## src/rtl/uart_pkg.sv

```systemverilog
// Shared UART parameters, used by baud_gen_frac, uart_tx and uart_rx.
//   UART_OSR_DEF    : default oversample ticks per bit
//   UART_DIV_W_DEF  : default integer divisor width
//   UART_FRAC_W_DEF : default fractional divisor width
package uart_pkg;
  localparam int UART_OSR_DEF    = 16;
  localparam int UART_DIV_W_DEF  = 16;
  localparam int UART_FRAC_W_DEF = 4;
endpackage

```

## src/rtl/baud_gen_frac_if.sv

```systemverilog
// Control/tick bundle between the baud generator and its users.
//   master : drives en, div_int, div_frac, div_load, sync_clr; receives ticks and div_pending
//   slave  : the generator side
interface baud_gen_frac_if
  import uart_pkg::*;
#(
  parameter int DIV_W  = UART_DIV_W_DEF,
  parameter int FRAC_W = UART_FRAC_W_DEF
) ();
  logic              en;
  logic [DIV_W-1:0]  div_int;
  logic [FRAC_W-1:0] div_frac;
  logic              div_load;
  logic              sync_clr;
  logic              os_tick;
  logic              mid_tick;
  logic              bit_tick;
  logic              div_pending;

  modport master (
    output en, div_int, div_frac, div_load, sync_clr,
    input  os_tick, mid_tick, bit_tick, div_pending
  );

  modport slave (
    input  en, div_int, div_frac, div_load, sync_clr,
    output os_tick, mid_tick, bit_tick, div_pending
  );
endinterface

```

## src/rtl/baud_frac_acc.sv

```systemverilog
// Fractional phase accumulator for the baud generator.
//   clk, rst_n : clock, async active-low reset
//   adv        : advance acc by act_frac (period wrap)
//   clr        : clear acc (phase re-sync), wins over adv
//   act_frac   : active fractional divisor
//   carry      : carry-out of acc + act_frac; stretches the current period by one clk
module baud_frac_acc
  import uart_pkg::*;
#(
  parameter int FRAC_W = UART_FRAC_W_DEF
) (
  input  logic              clk,
  input  logic              rst_n,
  input  logic              adv,
  input  logic              clr,
  input  logic [FRAC_W-1:0] act_frac,
  output logic              carry
);
  logic [FRAC_W-1:0] acc_q, acc_d;
  logic [FRAC_W:0]   sum;

  // carry is kept in its own assign so it does not share a process with
  // acc_d, which depends on adv (itself derived from carry)
  assign sum   = {1'b0, acc_q} + {1'b0, act_frac};
  assign carry = sum[FRAC_W];

  always_comb begin
    acc_d = acc_q;
    if (clr)      acc_d = '0;
    else if (adv) acc_d = sum[FRAC_W-1:0];
  end

  always_ff @(posedge clk or negedge rst_n) begin
    if (!rst_n) acc_q <= '0;
    else        acc_q <= acc_d;
  end
endmodule

```

## src/rtl/baud_gen_frac.sv

```systemverilog
// Fractional baud generator: oversample tick plus mid-bit and bit-boundary ticks.
// Average os_tick period = act_int + 1 + act_frac/2^FRAC_W clk.
//   clk, rst_n : clock, async active-low reset
//   bus        : slave side of baud_gen_frac_if (en, divisor load, sync_clr in;
//                os_tick, mid_tick, bit_tick, div_pending out, all registered)
module baud_gen_frac
  import uart_pkg::*;
#(
  parameter int DIV_W    = UART_DIV_W_DEF,
  parameter int FRAC_W   = UART_FRAC_W_DEF,
  parameter int OSR      = UART_OSR_DEF,
  parameter int DEF_INT  = 0,
  parameter int DEF_FRAC = 0
) (
  input  logic            clk,
  input  logic            rst_n,
  baud_gen_frac_if.slave  bus
);
  localparam int OS_W = $clog2(OSR);
  localparam logic [OS_W-1:0] OS_MID  = OS_W'(OSR/2 - 1);
  localparam logic [OS_W-1:0] OS_LAST = OS_W'(OSR - 1);

  // cnt is one bit wider than the divisor so term = max int + carry fits
  logic [DIV_W:0]    cnt_q, cnt_d;
  logic [OS_W-1:0]   os_cnt_q, os_cnt_d;
  logic [DIV_W-1:0]  act_int_q, act_int_d, shd_int_q, shd_int_d;
  logic [FRAC_W-1:0] act_frac_q, act_frac_d, shd_frac_q, shd_frac_d;
  logic              pend_q, pend_d;
  logic              os_tick_q, os_tick_d;
  logic              mid_tick_q, mid_tick_d;
  logic              bit_tick_q, bit_tick_d;

  logic              carry;
  logic              wrap;
  logic              apply;
  logic [DIV_W:0]    term;

  assign term = {1'b0, act_int_q} + {{DIV_W{1'b0}}, carry};
  assign wrap = bus.en && !bus.sync_clr && (cnt_q == term);

  baud_frac_acc #(.FRAC_W(FRAC_W)) u_acc (
    .clk      (clk),
    .rst_n    (rst_n),
    .adv      (wrap),
    .clr      (bus.sync_clr),
    .act_frac (act_frac_q),
    .carry    (carry)
  );

  // Shadow divisor: a pending value becomes active at the first wrap, en=0
  // or sync_clr. A load in the same clk as a wrap only refills the shadow,
  // so it takes effect one wrap later. A load together with sync_clr skips
  // the shadow and goes straight to the active divisor.
  always_comb begin
    act_int_d  = act_int_q;
    act_frac_d = act_frac_q;
    shd_int_d  = shd_int_q;
    shd_frac_d = shd_frac_q;
    pend_d     = pend_q;
    apply      = pend_q && (wrap || !bus.en || bus.sync_clr);

    if (apply) begin
      act_int_d  = shd_int_q;
      act_frac_d = shd_frac_q;
      pend_d     = 1'b0;
    end

    if (bus.div_load) begin
      if (bus.sync_clr) begin
        act_int_d  = bus.div_int;
        act_frac_d = bus.div_frac;
        pend_d     = 1'b0;
      end else begin
        shd_int_d  = bus.div_int;
        shd_frac_d = bus.div_frac;
        pend_d     = 1'b1;
      end
    end
  end

  // Period and oversample counters; ticks qualified by pre-increment os_cnt
  always_comb begin
    cnt_d      = cnt_q;
    os_cnt_d   = os_cnt_q;
    os_tick_d  = wrap;
    mid_tick_d = wrap && (os_cnt_q == OS_MID);
    bit_tick_d = wrap && (os_cnt_q == OS_LAST);

    if (bus.sync_clr) begin
      cnt_d    = '0;
      os_cnt_d = '0;
    end else if (wrap) begin
      cnt_d    = '0;
      os_cnt_d = os_cnt_q + {{(OS_W-1){1'b0}}, 1'b1};
    end else if (bus.en) begin
      cnt_d    = cnt_q + {{DIV_W{1'b0}}, 1'b1};
    end
  end

  always_ff @(posedge clk or negedge rst_n) begin
    if (!rst_n) begin
      cnt_q      <= '0;
      os_cnt_q   <= '0;
      act_int_q  <= DIV_W'(DEF_INT);
      act_frac_q <= FRAC_W'(DEF_FRAC);
      shd_int_q  <= '0;
      shd_frac_q <= '0;
      pend_q     <= 1'b0;
      os_tick_q  <= 1'b0;
      mid_tick_q <= 1'b0;
      bit_tick_q <= 1'b0;
    end else begin
      cnt_q      <= cnt_d;
      os_cnt_q   <= os_cnt_d;
      act_int_q  <= act_int_d;
      act_frac_q <= act_frac_d;
      shd_int_q  <= shd_int_d;
      shd_frac_q <= shd_frac_d;
      pend_q     <= pend_d;
      os_tick_q  <= os_tick_d;
      mid_tick_q <= mid_tick_d;
      bit_tick_q <= bit_tick_d;
    end
  end

  assign bus.os_tick     = os_tick_q;
  assign bus.mid_tick    = mid_tick_q;
  assign bus.bit_tick    = bit_tick_q;
  assign bus.div_pending = pend_q;
endmodule
```

## src/flat_wrapper.sv

```systemverilog
// flat-port wrapper written by rule: the top's interface ports become plain ports
module baud_gen_frac_flat import uart_pkg::*;
#(
  parameter int DIV_W    = UART_DIV_W_DEF,
  parameter int FRAC_W   = UART_FRAC_W_DEF,
  parameter int OSR      = UART_OSR_DEF,
  parameter int DEF_INT  = 0,
  parameter int DEF_FRAC = 0
)
  (clk, rst_n, bus_en, bus_div_int, bus_div_frac, bus_div_load, bus_sync_clr, bus_os_tick, bus_mid_tick, bus_bit_tick, bus_div_pending);
  baud_gen_frac_if #(.DIV_W(DIV_W), .FRAC_W(FRAC_W)) bus_i ();
  input  logic clk;
  input  logic rst_n;
  input wire logic [$bits(bus_i.en)-1:0] bus_en;
  input wire logic [$bits(bus_i.div_int)-1:0] bus_div_int;
  input wire logic [$bits(bus_i.div_frac)-1:0] bus_div_frac;
  input wire logic [$bits(bus_i.div_load)-1:0] bus_div_load;
  input wire logic [$bits(bus_i.sync_clr)-1:0] bus_sync_clr;
  output wire logic [$bits(bus_i.os_tick)-1:0] bus_os_tick;
  output wire logic [$bits(bus_i.mid_tick)-1:0] bus_mid_tick;
  output wire logic [$bits(bus_i.bit_tick)-1:0] bus_bit_tick;
  output wire logic [$bits(bus_i.div_pending)-1:0] bus_div_pending;
  assign bus_i.en = bus_en;
  assign bus_i.div_int = bus_div_int;
  assign bus_i.div_frac = bus_div_frac;
  assign bus_i.div_load = bus_div_load;
  assign bus_i.sync_clr = bus_sync_clr;
  assign bus_os_tick = bus_i.os_tick;
  assign bus_mid_tick = bus_i.mid_tick;
  assign bus_bit_tick = bus_i.bit_tick;
  assign bus_div_pending = bus_i.div_pending;
  baud_gen_frac #(.DIV_W(DIV_W), .FRAC_W(FRAC_W), .OSR(OSR), .DEF_INT(DEF_INT), .DEF_FRAC(DEF_FRAC)) u_core (.clk(clk), .rst_n(rst_n), .bus(bus_i));
endmodule
```

## config.mk

```make
export PLATFORM = sky130hd
export DESIGN_NAME = baud_gen_frac_flat
export DESIGN_NICKNAME = d
export VERILOG_FILES = /design/src/rtl/uart_pkg.sv /design/src/rtl/baud_gen_frac_if.sv /design/src/rtl/baud_frac_acc.sv /design/src/rtl/baud_gen_frac.sv /design/src/flat_wrapper.sv
export SDC_FILE = /design/constraint.sdc
export NUM_CORES = 1
export LEC_CHECK = 0
export CAP_MARGIN = 0
export CORE_ASPECT_RATIO = 1.2
export CORE_UTILIZATION = 57
export DETAILED_ROUTE_END_ITERATION = 16
export PLACE_DENSITY = 0.78
export SLEW_MARGIN = 15
export SYNTH_ARGS = -nofsm -noshare
export SYNTH_HDL_FRONTEND = slang
export SYNTH_SLANG_ARGS = --single-unit
```

## constraint.sdc

```tcl
create_clock -name clk -period 4.17 [get_ports clk]
set_input_delay 0.6255 -clock clk [delete_from_list [all_inputs] [get_ports clk]]
set_output_delay 0.6255 -clock clk [all_outputs]
set_load 0.05 [all_outputs]
```

==> results.json, run 1 <==
{
  "setup-violations-final": 0,
  "finalMaxSlewViolations": 0,
  "total_power_per_unit_cell_area_mw_per_mm2": 373,
  "wl_mm": 8.43,
  "max-clock-path-buffers": 2,
  "grt_start_max_net_pins": 41,
  "synth_nets": 420,
  "comb_power_share": 0.163,
  "detail_route.iter0.violations": 149,
  "finalCritPeriodShare": 0.936,
  "grt_first_pass_wirelength_mm": 14.3,
  "clkLatencyLatePin_ps": 350,
  "status": "finished, final reports clean",
  "grt_setup_unrepaired": "no",
  "finalNetCount": 445,
  "dpl.hpwl_mm": 6.00,
  "first_global_vias": 3062,
  "antenna_cells_inserted": 0,
  "yosysTopAreaCellShare": 0.435,
  "clock_tree_from_tritoncts": "yes",
  "gr-usage-all-layers": 0.252,
  "total_cts_buffers": 9,
  "timing.rr.start": "u_core.u_acc.acc_q[0]$_DFFE_PN0P_",
  "worst_clock_skew_ps": 8.46,
  "internal_power_uw": 1220,
  "critical_path.endpoint_type": "flip-flop",
  "share_seq_of_total_power": 0.483,
  "timing.final.crit_period_ps": 3910,
  "ys_warn_count": 0,
  "crit_arrival_ps": 4180,
  "edff_count_synth": 0,
  "crit_path_start": "u_core.u_acc.acc_q[0]$_DFFE_PN0P_",
  "ant_nets": 0,
  "first_pass_detailed_route_iteration_total": 4,
  "worst_hold_path_type": "in -> async",
  "sequential_element_share_of_the_synthesized_area": 0.435,
  "synth_common_cells": "sky130_fd_sc_hd__dfrtp_1 (69), sky130_fd_sc_hd__a21oi_1 (38), sky130_fd_sc_hd__nor2_1 (37), sky130_fd_sc_hd__mux2i_1 (28), sky130_fd_sc_hd__mux2_2 (21)",
  "clock-root-buffer": "sky130_fd_sc_hd__clkbuf_8",
  "finalHoldViolations": 0,
  "die_x_um": 78.2,
  "critical_setup_path_kind": "reg -> reg",
  "floorplan.rows": 32,
  "final.fill_count": 508,
  "drc_violations": 0,
  "switching_power_uw": 465,
  "leftover_overflow_at_the_end_of_global_routing": 0,
  "max_cap_viol_count": 0,
  "synth_area_per_cell_um2": 10.3,
  "cts_sink_cnt": 69,
  "cp_max_fo": 6,
  "slew_headroom": 0.267,
  "finalWeightedCongestion": 0.899,
  "required_worst_endpoint_ps": 4450,
  "via_cell_ratio": 6.15,
  "vdd.ir_drop.worst_mv": 0.269,
  "cts-htree-levels": 3,
  "power_leakage_uw": 0.00187,
  "wl_per_cell_um": 16.9,
  "initial_util": 0.605,
  "pre_cts_slack_ps": 201,
  "tns_ps": 0,
  "synth.top_cells.by_area": "sky130_fd_sc_hd__dfrtp_1 (43%), sky130_fd_sc_hd__mux2i_1 (7.1%), sky130_fd_sc_hd__mux2_2 (6.0%), sky130_fd_sc_hd__a21oi_1 (4.8%), sky130_fd_sc_hd__xnor2_1 (3.7%)",
  "post_synth_top_flop": "sky130_fd_sc_hd__dfrtp_1",
  "antenna_found_initial": 0,
  "synth_most_common_cell": "sky130_fd_sc_hd__dfrtp_1",
  "cp-start-kind": "flip-flop",
  "yosys.area.top_type": "sky130_fd_sc_hd__dfrtp_1",
  "synthArstFlopShare": 1.00,
  "tightestPinTransition_ps": 1090,
  "area_overhead_of_the_layout_relative_to_synthesis_pct": 13.7,
  "core_area_mm2": 0.00657,
  "worst_hold_slack_ps": 371,
  "die-area_mm2": 0.00731,
  "floorplan.io_pins": 29,
  "drive_gt1_frac": 0.152,
  "synthCells": 386,
  "clock.fmax_ghz": 0.256,
  "yosys_register_bits": 69,
  "floorplan.die.height_um": 93.5,
  "post_cts_hold_buffer_count": 0,
  "worst_setup_slack_after_layout_ps": 265,
  "utilization": 0.688,
  "power.share.switching": 0.276,
  "vias": 3076,
  "clock_power_share": 0.354,
  "synth_cell_types": 60,
  "port_buffers": 28,
  "cts.clk_slew.worst_paths_ps": 70,
  "synth_area_mm2": 0.00397
}
-- routing by layer --
layer | track usage | part of all wire | up-vias
met1 | 0.312 | 0.43 | 1512
met3 | 0.0439 | 0.048 | 24
met5 | 0 | 0 | -
met4 | 0.122 | 0.030 | 0
li1 | - | - | 1452
met2 | 0.425 | 0.49 | 88
-- path summary, 6_finish.rpt --
check / end / slack, ps / cells after the start
worst max-delay path: u_core.u_acc.acc_q[1]$_DFFE_PN0P_ / 260 / 16
worst min-delay path: u_core.os_cnt_q[3]$_DFFE_PN0P_ / 370 / 1
worst max register to register: u_core.u_acc.acc_q[1]$_DFFE_PN0P_ / 260 / 16
worst min register to register: u_core.shd_int_q[6]$_DFFE_PN0P_ / 510 / 1
max in group asynchronous: u_core.act_int_q[5]$_DFF_PN0_ / 2860 / 2
min in group clk: u_core.shd_int_q[6]$_DFFE_PN0P_ / 510 / 1
-- registers in the layout, indices dropped and copies added (netlist names) --
| register | count |
|---|---|
| u_core.bus.os_tick | 1 |
| u_core.bus.mid_tick | 1 |
| u_core.act_frac_q | 4 |
| u_core.cnt_q | 17 |
| u_core.bus.div_pending | 1 |
| u_core.os_cnt_q | 4 |
| u_core.act_int_q | 16 |
| u_core.shd_int_q | 16 |
| u_core.shd_frac_q | 4 |
| u_core.bus.bit_tick | 1 |
| u_core.u_acc.acc_q | 4 |
-- kinds of logic after synthesis --
kind of cell    after synthesis  synth area share
simple gates                129             0.181
flops                        69             0.435
xor+xnor                     25            0.0551
mux                          51             0.137
fa+ha+maj                     9            0.0302
buf+inv                      26            0.0359
compound gates               77             0.126
-- stage by stage --
stage	cell area, um^2	total power, uW	std cells
after detailed placement	4270	1100	483
final	4520	1690	500
after CTS	4480	1690	498
after global placement	4270	1080	483
after global routing	4520	1760	500
after floorplan	3970	1010	386
-- what timing repair did --
item / CTS / global route
buffers inserted: 0 / 1
setup endpoints to repair: 0 / 24
resized for setup: 0 / 4
-- worst max-delay path, cell delays in order (launching register included) --
cell and delay [ps]:
sky130_fd_sc_hd__dfrtp_1 360, sky130_fd_sc_hd__ha_1 170, sky130_fd_sc_hd__inv_1 50, sky130_fd_sc_hd__fa_1 390, sky130_fd_sc_hd__nor2b_1 130, sky130_fd_sc_hd__o21ai_0 80, sky130_fd_sc_hd__nand2b_1 80, sky130_fd_sc_hd__ha_1 220
sky130_fd_sc_hd__ha_2 250, sky130_fd_sc_hd__nand3_2 130, sky130_fd_sc_hd__nor4_4 330, sky130_fd_sc_hd__mux2_1 370, sky130_fd_sc_hd__o211ai_2 190, sky130_fd_sc_hd__nand4_2 220, sky130_fd_sc_hd__nor3_4 440, sky130_fd_sc_hd__mux2_4 340
sky130_fd_sc_hd__nor2_1 90
-- layout by cell type (no fill, tap or decap), types with 3 or more instances in the layout --
cell / netlist / final
sky130_fd_sc_hd__nand4b_1: 3 / 3
sky130_fd_sc_hd__a31oi_1: 7 / 7
sky130_fd_sc_hd__xor2_1: 8 / 8
sky130_fd_sc_hd__a22o_1: 3 / 3
sky130_fd_sc_hd__clkbuf_8: 0 / 10
sky130_fd_sc_hd__nand2b_1: 9 / 9
sky130_fd_sc_hd__nand2_1: 20 / 19
sky130_fd_sc_hd__ha_1: 8 / 7
sky130_fd_sc_hd__xnor2_1: 17 / 17
sky130_fd_sc_hd__o21ai_0: 9 / 9
sky130_fd_sc_hd__and4_1: 3 / 3
sky130_fd_sc_hd__buf_4: 0 / 4
sky130_fd_sc_hd__inv_1: 5 / 5
sky130_fd_sc_hd__clkdlybuf4s50_1: 0 / 27
sky130_fd_sc_hd__a21oi_1: 38 / 38
sky130_fd_sc_hd__nand4_1: 8 / 8
sky130_fd_sc_hd__dfrtp_1: 69 / 69
sky130_fd_sc_hd__mux2i_1: 28 / 28
sky130_fd_sc_hd__nor2b_1: 5 / 4
sky130_fd_sc_hd__nor4_1: 6 / 6
sky130_fd_sc_hd__and3_1: 7 / 7
sky130_fd_sc_hd__nand3_1: 12 / 11
sky130_fd_sc_hd__mux2_2: 21 / 21
sky130_fd_sc_hd__a21o_1: 3 / 3
sky130_fd_sc_hd__nor2_1: 37 / 37
-- area by class of cell --
cell class / count / area [um^2] / share of cell area
tap: 85 / 106 / 0.0235
sequential: 69 / 1730 / 0.382
inverter: 6 / 22.5 / 0.00498
clock buffer: 11 / 141 / 0.0313
timing repair buffer: 33 / 317 / 0.0701
multi-input combinational: 292 / 2130 / 0.472
clock inverter: 4 / 72.6 / 0.0161
-- power by group through the flow --
stage	Sequential, uW	Clock, uW	Combinational (uW)
finish	814	597	275
global route	825	627	304
detailed placement	825	0	273
global placement	821	0	262
floorplan	792	0	214
CTS	812	606	274
(Power assumes the default switching activity.)
==> inputs of run 2 (changes only) <==
--- a/config.mk
+++ b/config.mk
@@ -5,8 +5,10 @@
 export SDC_FILE = /design/constraint.sdc
 export NUM_CORES = 1
 export LEC_CHECK = 0
+export ABC_AREA = 1
 export CAP_MARGIN = 0
 export CORE_ASPECT_RATIO = 1.2
+export CORE_MARGIN = 8
 export CORE_UTILIZATION = 57
 export DETAILED_ROUTE_END_ITERATION = 16
 export PLACE_DENSITY = 0.78
==> run 2 against run 1 <==
Die area rose by 39%; synthesized cell count is 36% higher; critical path depth up 6; clock skew rose by 1.6 ps; maximum frequency grew 7.6%; sequential share of layout area decreased by 0.72 points; wire length up 1.6%; highest routed layer unchanged; hold slack better by 40 ps; via count is 11% higher.
==> results.json, run 2 <==
{
  "status": "finished, final reports clean",
  "vdd.ir_drop.worst_mv": 0.264,
  "ys_warn_count": 0,
  "post_synth_top_flop": "sky130_fd_sc_hd__dfrtp_1",
  "floorplan.die.height_um": 109,
  "setup-violations-final": 0,
  "cts_sink_cnt": 69,
  "worst_hold_path_type": "in -> async",
  "vias": 3402,
  "finalWeightedCongestion": 0.931,
  "first_pass_detailed_route_iteration_total": 5,
  "post_cts_hold_buffer_count": 0,
  "worst_hold_slack_ps": 410,
  "clkLatencyLatePin_ps": 360,
  "leftover_overflow_at_the_end_of_global_routing": 0,
  "antenna_found_initial": 0,
  "detail_route.iter0.violations": 189,
  "globalRoute.busiestLayer": "met2",
  "cts-htree-levels": 3,
  "wl_per_cell_um": 13.3,
  "max_cap_viol_count": 0,
  "final.fill_count": 611,
  "largest_reg_flops": 17,
  "synth_nets": 560,
  "initial_util": 0.579,
  "tns_ps": 0,
  "postCtsSetupRepairBufs": 0,
  "die-area_mm2": 0.0102,
  "dpl.hpwl_mm": 6.24,
  "synth_common_cells": "sky130_fd_sc_hd__nand2_1 (143), sky130_fd_sc_hd__dfrtp_1 (69), sky130_fd_sc_hd__inv_1 (60), sky130_fd_sc_hd__nor2_1 (53), sky130_fd_sc_hd__nand3_1 (50)",
  "groute.layer.met2.usage": 0.299,
  "cp-start-kind": "flip-flop",
  "synth_cell_types": 34,
  "finalHoldViolations": 0,
  "grt_start_max_net_pins": 45,
  "floorplan.rows": 34,
  "timing.final.crit_period_ps": 3630,
  "synthCells": 526,
  "die_x_um": 93.5,
  "wl_mm": 8.56,
  "antenna_cells_inserted": 0,
  "critical_path.endpoint_type": "flip-flop",
  "synth.top_cells.by_area": "sky130_fd_sc_hd__dfrtp_1 (42%), sky130_fd_sc_hd__nand2_1 (13%), sky130_fd_sc_hd__nand3_1 (6.1%), sky130_fd_sc_hd__inv_1 (5.5%), sky130_fd_sc_hd__mux2_2 (5.5%)",
  "synth_area_per_cell_um2": 7.81,
  "yosysTopAreaCellShare": 0.420,
  "final_cell_mix": "sky130_fd_sc_hd__nand2_1 (143), sky130_fd_sc_hd__dfrtp_1 (69), sky130_fd_sc_hd__inv_1 (60)",
  "sequential_element_share_of_the_synthesized_area": 0.420,
  "synth_area_mm2": 0.00411,
  "crit_arrival_ps": 3920,
  "total_cts_buffers": 9,
  "finalMaxSlewViolations": 0,
  "cts_resized": 0,
  "yosys_register_bits": 69,
  "tightestPinTransition_ps": 939,
  "drc_violations": 0,
  "met1_usage": 0.228,
  "clock_tree_from_tritoncts": "yes",
  "largest-register": "u_core.cnt_q",
  "max-clock-path-buffers": 2,
  "port_buffers": 28,
  "cts.clk_slew.worst_paths_ps": 70,
  "area_overhead_of_the_layout_relative_to_synthesis_pct": 12.0,
  "clock.fmax_ghz": 0.276,
  "critical_setup_path_kind": "reg -> reg",
  "yosys.area.top_type": "sky130_fd_sc_hd__dfrtp_1",
  "edff_count_synth": 0,
  "floorplan.io_pins": 29,
  "synth_most_common_cell": "sky130_fd_sc_hd__nand2_1",
  "slew_headroom": 0.374,
  "grt_first_pass_wirelength_mm": 15.0,
  "power_leakage_uw": 0.00224,
  "finalCritPeriodShare": 0.870,
  "synthArstFlopShare": 1.00,
  "total_power_per_unit_cell_area_mw_per_mm2": 358,
  "core_area_mm2": 0.00710,
  "grt_setup_unrepaired": "no",
  "biggest_registers_after_layout": "u_core.cnt_q x17, u_core.act_int_q x16, u_core.shd_int_q x16",
  "multi_input_comb_area_mm2": 0.00205,
  "via_cell_ratio": 5.28,
  "globalRouteMet3Util": 0.0372,
  "drive_gt1_frac": 0.110,
  "clock-root-buffer": "sky130_fd_sc_hd__clkbuf_8",
  "gr-usage-all-layers": 0.185,
  "ff_latch_area_mm2": 0.00173,
  "first_global_vias": 3315,
  "required_worst_endpoint_ps": 4460,
  "ant_nets": 0,
  "cp_max_fo": 39,
  "mostFrequentLayoutCell": "sky130_fd_sc_hd__nand2_1",
  "worst_clock_skew_ps": 10.0,
  "finalNetCount": 585
}
## run 2: changes by cell type after synthesis, sizes merged, moves of 9 or more
cell	delta
o22ai	+12
nand2	+131
nand3b	+14
nor2	+25
nand2b	-9
mux2i	-28
a21oi	-25
nand3	+39
inv	+58
xnor2	-15
and3	-9
## run 2: metrics by stage
step	setup WS [ps]	power (uW)	instances	utilization	area, um^2
after floorplan	1320	1030	526	-	4110
after global placement	668	1120	630	0.622	4420
after detailed placement	639	1120	630	0.622	4420
after CTS	554	1660	644	0.648	4600
after global routing	147	1740	644	0.648	4600
final	542	1650	644	0.648	4600
## run 2: worst paths after layout
check                      slack, ps  cells past startpoint                              start                              to
min in group clk                 470                      1     u_core.os_cnt_q[3]$_DFFE_PN0P_   u_core.bus.mid_tick$_DFF_PN0_
setup / recovery                 540                     22  u_core.u_acc.acc_q[0]$_DFFE_PN0P_   u_core.act_int_q[2]$_DFF_PN0_
setup reg to reg                 540                     22  u_core.u_acc.acc_q[0]$_DFFE_PN0P_   u_core.act_int_q[2]$_DFF_PN0_
hold reg to reg                  470                      1     u_core.os_cnt_q[3]$_DFFE_PN0P_   u_core.bus.mid_tick$_DFF_PN0_
hold / removal                   410                      1                              rst_n  u_core.os_cnt_q[0]$_DFFE_PN0P_
max in group asynchronous       2880                      2                              rst_n    u_core.cnt_q[10]$_DFFE_PN0P_
## run 2: logic make-up (layout without fill, tap and decap cells)
| logic type | after synthesis | count (layout) | share of synthesized area |
|---|---|---|---|
| xor gates and xnor gates | 17 | 17 | 0.0362 |
| and+or+nand+nor | 294 | 294 | 0.327 |
| DFF | 69 | 69 | 0.420 |
| adders and majority gates | 9 | 9 | 0.0292 |
| buffers and inverters | 80 | 108 | 0.0819 |
| muxes | 20 | 20 | 0.0548 |
| AOI/OAI and AO/OA | 37 | 37 | 0.0508 |
## run 2: power by group
| part | total, uW | leakage (uW) | switching (uW) | internal, uW |
|---|---|---|---|---|
| logic | 317 | 0.00128 | 181 | 135 |
| clock network | 535 | 0.0000902 | 251 | 284 |
| registers | 798 | 0.000872 | 61.0 | 737 |
| total | 1650 | 0.00224 | 493 | 1160 |
## run 2: layout make-up
type	count	area share
Multi-Input combinational cell	377	0.445
Sequential cell	69	0.375
Timing Repair Buffer	30	0.0630
Inverter	64	0.0522
Clock buffer	10	0.0299
Tap cell	90	0.0245
Clock inverter	4	0.0109
## run 2: worst max-delay path, cell delays in order (launching register included)
cell	delay [ps]
sky130_fd_sc_hd__dfrtp_1	350
sky130_fd_sc_hd__ha_1	160
sky130_fd_sc_hd__inv_1	50
sky130_fd_sc_hd__fa_1	360
sky130_fd_sc_hd__inv_1	90
sky130_fd_sc_hd__nand3_1	70
sky130_fd_sc_hd__nand2_1	70
sky130_fd_sc_hd__ha_1	160
sky130_fd_sc_hd__ha_1	190
sky130_fd_sc_hd__nand3_1	130
sky130_fd_sc_hd__nor2_1	260
sky130_fd_sc_hd__nand3_1	110
sky130_fd_sc_hd__nand2_1	100
sky130_fd_sc_hd__nand2_1	50
sky130_fd_sc_hd__nand2_1	50
sky130_fd_sc_hd__nand2_1	70
sky130_fd_sc_hd__nor2_2	210
sky130_fd_sc_hd__nand3_4	120
sky130_fd_sc_hd__nand2_4	340
sky130_fd_sc_hd__nand2_2	270
sky130_fd_sc_hd__nand2_1	160
sky130_fd_sc_hd__nand3_1	80
sky130_fd_sc_hd__nand2_1	100
## run 2: per-layer routing
layer  vias to the layer above  part of all wire
met3                        24             0.045
met4                         0             0.030
met1                      1573              0.45
met2                        84              0.48
met5                         -                 0
li1                       1721                 -
